**src/rtl/reset_seq_pkg.sv**
```systemverilog
// reset_seq_pkg: shared types and constants for the reset sequencer.
// Holds the FSM state enum, a clog2 helper and default timing values.
package reset_seq_pkg;

    typedef enum logic [1:0] {
        IDLE,
        HOLD,
        WAIT,
        DONE
    } state_t;

    localparam int DEF_DELAY   = 4096;
    localparam int DEF_TIMEOUT = 65536;

    function automatic int clog2(input int v);
        int r;
        r = 0;
        for (int x = v - 1; x > 0; x = x >> 1)
            r++;
        return r;
    endfunction

endpackage

```
**src/rtl/reset_sequencer.sv**
```systemverilog
// reset_sequencer: releases CH_NUM reset lines in order after initial_done,
// each after DELAY cycles, optionally gated by ch_ack with a TIMEOUT.
// Ports: clk, rst (sync, active-high), initial_done, soft_req, ch_ack,
//        reset_out (1 = released), seq_done, timeout_err (sticky), cur_ch.
module reset_sequencer
    import reset_seq_pkg::*;
#(
    parameter int CH_NUM  = 4,
    parameter int DELAY   = DEF_DELAY,
    parameter int ACK_EN  = 0,
    parameter int TIMEOUT = DEF_TIMEOUT,
    localparam int HW = (clog2(CH_NUM) < 1) ? 1 : clog2(CH_NUM)
) (
    input  logic              clk,
    input  logic              rst,
    input  logic              initial_done,
    input  logic              soft_req,
    input  logic [CH_NUM-1:0] ch_ack,
    output logic [CH_NUM-1:0] reset_out,
    output logic              seq_done,
    output logic              timeout_err,
    output logic [HW-1:0]     cur_ch
);

    localparam int MAXV = (DELAY > TIMEOUT) ? DELAY : TIMEOUT;
    localparam int CW   = (clog2(MAXV) < 1) ? 1 : clog2(MAXV);

    localparam logic [CW-1:0]     D_LAST  = CW'(DELAY - 1);
    localparam logic [CW-1:0]     T_LAST  = CW'(TIMEOUT - 1);
    localparam logic [HW-1:0]     LAST_CH = HW'(CH_NUM - 1);
    localparam logic [CH_NUM-1:0] ONE     = CH_NUM'(1);

    state_t              state, state_n;
    logic [CW-1:0]       cnt, cnt_n;
    logic [HW-1:0]       cur_n;
    logic [CH_NUM-1:0]   rout_n;
    logic                done_n;
    logic                err_n;
    logic                adv;
    logic                ack_cur;

    // Mask-based select avoids out-of-range indexing for odd CH_NUM.
    assign ack_cur = |(ch_ack & (ONE << cur_ch));

    always_ff @(posedge clk) begin
        if (rst) begin
            state       <= IDLE;
            cnt         <= '0;
            cur_ch      <= '0;
            reset_out   <= '0;
            seq_done    <= 1'b0;
            timeout_err <= 1'b0;
        end else begin
            state       <= state_n;
            cnt         <= cnt_n;
            cur_ch      <= cur_n;
            reset_out   <= rout_n;
            seq_done    <= done_n;
            timeout_err <= err_n;
        end
    end

    always_comb begin
        state_n = state;
        cnt_n   = cnt;
        cur_n   = cur_ch;
        rout_n  = reset_out;
        done_n  = seq_done;
        err_n   = timeout_err;
        adv     = 1'b0;

        if (!initial_done) begin
            // Abort: everything back to reset, error flag kept.
            state_n = IDLE;
            cnt_n   = '0;
            cur_n   = '0;
            rout_n  = '0;
            done_n  = 1'b0;
        end else begin
            unique case (state)
                IDLE: begin
                    state_n = HOLD;
                end
                HOLD: begin
                    if (cnt == D_LAST) begin
                        rout_n = reset_out | (ONE << cur_ch);
                        cnt_n  = '0;
                        if (ACK_EN != 0)
                            state_n = WAIT;
                        else
                            adv = 1'b1;
                    end else begin
                        cnt_n = cnt + CW'(1);
                    end
                end
                WAIT: begin
                    if (ack_cur) begin
                        adv = 1'b1;
                    end else if (cnt == T_LAST) begin
                        err_n = 1'b1;
                        adv   = 1'b1;
                    end else begin
                        cnt_n = cnt + CW'(1);
                    end
                end
                DONE: begin
                    if (soft_req) begin
                        state_n = HOLD;
                        cnt_n   = '0;
                        cur_n   = '0;
                        rout_n  = '0;
                        done_n  = 1'b0;
                    end
                end
                default: state_n = IDLE;
            endcase

            // Step to the next channel, or finish after the last one.
            if (adv) begin
                cnt_n = '0;
                if (cur_ch == LAST_CH) begin
                    state_n = DONE;
                    done_n  = 1'b1;
                end else begin
                    cur_n   = cur_ch + HW'(1);
                    state_n = HOLD;
                end
            end
        end
    end

endmodule

```
**config.mk**
```make
export PLATFORM = sky130hd
export DESIGN_NAME = reset_sequencer
export DESIGN_NICKNAME = d
export VERILOG_FILES = /design/src/rtl/reset_seq_pkg.sv /design/src/rtl/reset_sequencer.sv
export SDC_FILE = /design/constraint.sdc
export NUM_CORES = 1
export LEC_CHECK = 0
export BUFFER_PORTS_ARGS = -buffer_cell sky130_fd_sc_hd__buf_2
export CAP_MARGIN = 20
export CORE_AREA = 2 2 83 77
export CTS_BUF_LIST = sky130_fd_sc_hd__clkbuf_4 sky130_fd_sc_hd__clkbuf_8 sky130_fd_sc_hd__clkbuf_16
export DETAILED_ROUTE_END_ITERATION = 7
export DIE_AREA = 0 0 85 79
export PLACE_DENSITY = 0.52
export SYNTH_ARGS = -nofsm -noshare
export SYNTH_HDL_FRONTEND = slang
export SYNTH_SLANG_ARGS = --single-unit
export TNS_END_PERCENT = 30
```
**constraint.sdc**
```tcl
create_clock -name clk -period 4.53 [get_ports clk]
set_clock_uncertainty 0.05 [all_clocks]
set_input_delay 0.2265 -clock clk [delete_from_list [all_inputs] [get_ports clk]]
set_output_delay 0.2265 -clock clk [all_outputs]
set_load 0.05 [all_outputs]
```
* Word level (Yosys, flattened, before mapping)
Cells that the tools add are included.
** Storage, ports and cells
- Output and inout bits :: 8
- Bits of input ports :: 8
- Word-level logic and storage cells :: 60
- Bits in registers :: 26
** Operators by class
- Mux-type cells :: 25
- Eq/ne operators :: 11
- Reduce and logical (&&, ||, !) cells :: 11
- Shifts and indexed selects :: 1
- $add $sub $neg :: 2
- Bitwise operators :: 4
** Operators by type and width (count)
- $mux 16 :: 4
- $pmux 16 s3 :: 1
- $add 16x1->16 const B :: 1
- $eq 16x12->1 const B :: 1
- $eq 16x16->1 const B :: 1
- $mux 2 :: 7
- $mux 1 :: 8
- $mux 4 :: 2
- $ne 2x2->1 const B :: 4
- $pmux 4 s2 :: 1
- $reduce_and 4->1 :: 2
- $eq 2x2->1 const B :: 3
- $reduce_bool 3->1 :: 2
- $and 4x4->4 :: 1
- $or 4x4->4 :: 1
- $pmux 2 s2 :: 1
- $reduce_or 4->1 :: 1
- $shl 1x2->4 const A :: 1
- $ne 3x3->1 const B :: 1
- $reduce_and 3->1 :: 1
- $reduce_or 3->1 :: 1
- $add 2x1->2 const B :: 1
- $eq 2x1->1 const B :: 1
- $logic_not 2->1 :: 1
- other kinds (5) :: 6

* Logic depth before layout (Yosys ltp)
- Depth after elaboration :: 8
- Mapped depth :: 9
- Mapped depth without buffers :: 7

* Worst setup path before layout
OpenSTA, ideal clock, no wires.
- Path type :: reg-to-reg
- From :: register cur_ch[0]
- To :: register cnt[10]
- Path buffers :: 1
- Setup time :: 79 ps
- Cell stages (with the launch flop) :: 9
- Required time :: 4401 ps
- Clock period less this slack :: 2526 ps
- Setup slack :: 2004 ps
- Arrival time :: 2396 ps
- Cell sequence :: dfxtp_1 -> inv_1 -> ha_1 -> a22o_1 -> o21ai_4 -> o211ai_2 -> buf_6 -> or4_1 -> a211oi_2
** On the way
- Longest elaborated chain between the ends :: 7
** RTL lines
- from (decl) :: RTL line reset_sequencer.sv:22 : output logic [HW-1:0] cur_ch
- from (signal assigned) :: RTL line reset_sequencer.sv:56 : cur_ch <= cur_n;
- $shl 1x2->4 * :: RTL line reset_sequencer.sv:43 : assign ack_cur = |(ch_ack & (ONE << cur_ch));
- $and 4x4->4 * :: RTL line reset_sequencer.sv:43
- $reduce_or 4->1 * :: RTL line reset_sequencer.sv:43
- $mux 1 :: RTL line reset_sequencer.sv:97 : if (ack_cur) begin
- $pmux 1 s2 :: RTL line reset_sequencer.sv:80 : unique case (state)
- $mux 1 :: RTL line reset_sequencer.sv:72 : if (!initial_done) begin
- $reduce_or 3->1 (no source line)
- to (signal assigned) :: RTL line reset_sequencer.sv:55 : cnt <= cnt_n;
- to (decl) :: RTL line reset_sequencer.sv:34 : logic [CW-1:0] cnt, cnt_n;
Every way passes the cells marked *; elsewhere a longest branch is shown, timed or not. The select of a mux whose other input is x is not followed.
A chain may end at the register's enable or synchronous reset.

* Worst setup path after layout
- From :: register cur_ch[0]
- To :: register cnt[13]
Same word-level chain as after synthesis.

==> flow_summary.json <==
{
  "run_status": "complete, no violations",
  "setup_total_negative_slack_ns": 0,
  "crit_required_ns": 4.61,
  "cp_max_fo": 20,
  "rsz0062_at_grt": "no",
  "leakagePower_nw": 0.5782,
  "netlist_top_cells_count": "dfxtp_1, a211oi_1, nand2_1, inv_1, nor2_1",
  "fillerInstances": 631,
  "number_of_global_route_vias_before_repair": 1205,
  "clock.fmax_ghz": 0.3676,
  "utilization": 0.2789,
  "cts_made_buffers": 3,
  "synth_most_common_cell": "dfxtp_1",
  "timing.critical_path.to_type": "register",
  "timing.critical_path.arrival_ns": 2.80,
  "tightestPinTransition_ns": 0.7569,
  "cts_resized": 0,
  "synth_largest_type_area_fraction": 0.3630,
  "detail_route.drc_violations": 0,
  "yosys_warnings": 0,
  "viasPerCell": 4.940,
  "yosys.area.top_type": "dfxtp_1",
  "drive_gt1_frac": 0.1517,
  "dp.final_hpwl_um": 2293,
  "worstPathCellList": "inv_1 > ha_1 > a22o_1 > o21ai_4 > o211ai_2 > nor3_1 > buf_4 > a211oi_1",
  "crit_type": "reg2reg",
  "final-max-slew-violation-count": 0,
  "critPathLaunchType": "register",
  "final_antenna_net_count": 0,
  "timing.critical_path.slowest_cell_delay_ns": 0.64,
  "avgSynthCellArea_um2": 8.851,
  "place_congestion": 0.7608,
  "globalRouteOverflowTotal": 0,
  "layout_min_cycle_time_ns": 2.721,
  "syn-instance-count": 162,
  "areaGrowthSynthToFinish_pct": 15.01,
  "floorplan.rows": 27,
  "route.vias.total": 1235,
  "die_area_um2": 6715,
  "core_region_area_um2": 5912,
  "post_cts_buffers": 0,
  "htree_num_levels": 1,
  "final-instance-count-excl-fill": 250,
  "first_pass_iters": 4,
  "number_of_enable_flip_flop_cells_after_synthesis": 0,
  "cts.sink_count": 26,
  "fin_crit_sh": 0.6006,
  "ir_worst_vdd_uv": 122.2,
  "clock_path_buffers": 2,
  "grtUsageTotal": 0.09847,
  "antenna_found_initial": 0,
  "timing.hold.ws_ns": 0.09186,
  "clockRootBuffer": "clkbuf_8",
  "placedCellCount": 246,
  "netlist_top_cells_area": "dfxtp_1, ha_1, a211oi_1",
  "synth_fp_nets": 179,
  "grt_start_max_net_pins": 21,
  "initial_utilization": 0.2425,
  "synth.cell_area_um2": 1434,
  "clk_pin_slew_worst_paths_ns": 0.09,
  "grt_first_pass_wirelength_um": 5506,
  "detailedRoute.firstIterationViolations": 53,
  "cellPowerDensity_nw_per_um2": 272.4,
  "slowest_stage": "nor3_1",
  "power.total_mw": 0.4493,
  "detail_route.wl_per_cell_um": 12.29,
  "ctsHoldBuffers": 0,
  "clock_latency_ns": 0.27,
  "max-cap-violations": 0,
  "ios": 16,
  "critical-path-top-delay-family": "compound AO/OA/AOI/OAI gates",
  "hp-class": "in2reg",
  "die-width_um": 85,
  "met2RoutedLength_um": 1277,
  "detail_route.wirelength.met1_um": 1664,
  "synth_seq_cells": 26,
  "placement.io_buffers": 15,
  "tritoncts": "done",
  "final_nets": 196,
  "top_layer": "met4",
  "synth-main-ff-cell": "dfxtp_1",
  "post_synth_num_cell_types": 42,
  "routed_wirelength_um": 3073,
  "timing.max_slew.rel_slack": 0.4953,
  "synthArstFlopShare": 0,
  "hold_viol": 0,
  "wl_met3_um": 119,
  "ys_seq_area_frac": 0.3630,
  "antenna_cells": 0,
  "critPathBufInv": 2,
  "count_of_final_setup_violators": 0,
  "die_h_um": 79
}
-- power breakdown --
group          switching [mW]  total, mW  internal (mW)
Sequential            0.00111      0.231          0.230
Combinational          0.0164     0.0245        0.00809
Clock                  0.0759      0.194          0.118
Total                  0.0934      0.449          0.356
-- routing by layer --
layer	GRT usage	up-vias
met4	0.01429	0
met1	0.1382	566
li1	-	647
met2	0.1531	20
met5	0	-
met3	0.02807	2
-- logic make-up after synthesis --
group	count (synthesis)	synth area share
simple gates	59	0.2286
compound gates	49	0.2548
flops	26	0.3630
buf+inv	15	0.04887
fa+ha+maj	9	0.07854
xor+xnor	2	0.01222
mux	2	0.01396
-- per-stage QoR --
| step | area [um^2] | setup slack, ns |
|---|---|---|
| 6_report | 1649 | 1.809 |
| 5_1_grt | 1649 | 1.564 |
| 4_1_cts | 1649 | 1.840 |
| 3_5_place_dp | 1578 | 1.859 |
| 3_3_place_gp | 1578 | 1.923 |
| 2_1_floorplan | 1434 | 2.004 |
-- flip-flops by register name, summed over array words and instances (netlist names) --
register / flops
cnt: 16
state: 2
seq_done: 1
cur_ch: 2
timeout_err: 1
reset_out: 4
-- final cells by class --
cell class / instances / area, um^2 / share of cell area
Clock buffer: 3 / 41.29 / 0.02504
Timing Repair Buffer: 16 / 82.58 / 0.05008
Inverter: 11 / 41.29 / 0.02504
Tap cell: 72 / 90.09 / 0.05463
Clock inverter: 1 / 30.03 / 0.01821
Sequential cell: 26 / 520.5 / 0.3156
Multi-Input combinational cell: 121 / 843.3 / 0.5114
-- final timing paths --
| check | from | end | slack [ns] | cells past startpoint |
|---|---|---|---|---|
| worst min-delay path | rst | timeout_err$_SDFFE_PP0P_ | 0.09 | 2 |
| worst max register to register | cur_ch[0]$_SDFF_PP0_ | cnt[13]$_SDFFE_PP0P_ | 1.81 | 8 |
| worst min register to register | seq_done$_SDFF_PP0_ | seq_done$_SDFF_PP0_ | 0.41 | 2 |
| worst max-delay path | cur_ch[0]$_SDFF_PP0_ | cnt[13]$_SDFFE_PP0P_ | 1.81 | 8 |
-- worst reg2reg max path: cells and delay by family, from the launching register on --
kind | cells | cell delay [ns]
flops | 1 | 0.42
fa+ha+maj | 1 | 0.24
compound gates | 4 | 0.84
buf+inv | 2 | 0.40
simple gates | 1 | 0.64
-- cell usage in the layout, fill, tap and decap left out, types with 2 or more instances in the layout --
cell type / instances
dfxtp_1: 26
buf_2: 15
a211oi_1: 12
nand2_1: 12
inv_1: 11
nor2_1: 11
ha_1: 9
o21ai_0: 8
nand3_1: 7
or3_1: 7
o31ai_1: 6
nor3_1: 5
or4_1: 5
a31oi_1: 4
and3_1: 3
nand4_1: 3
a21oi_1: 3
clkbuf_8: 3
a22o_1: 2
o21a_1: 2
mux2i_1: 2
No activity file was read; power rests on OpenSTA's default activity.
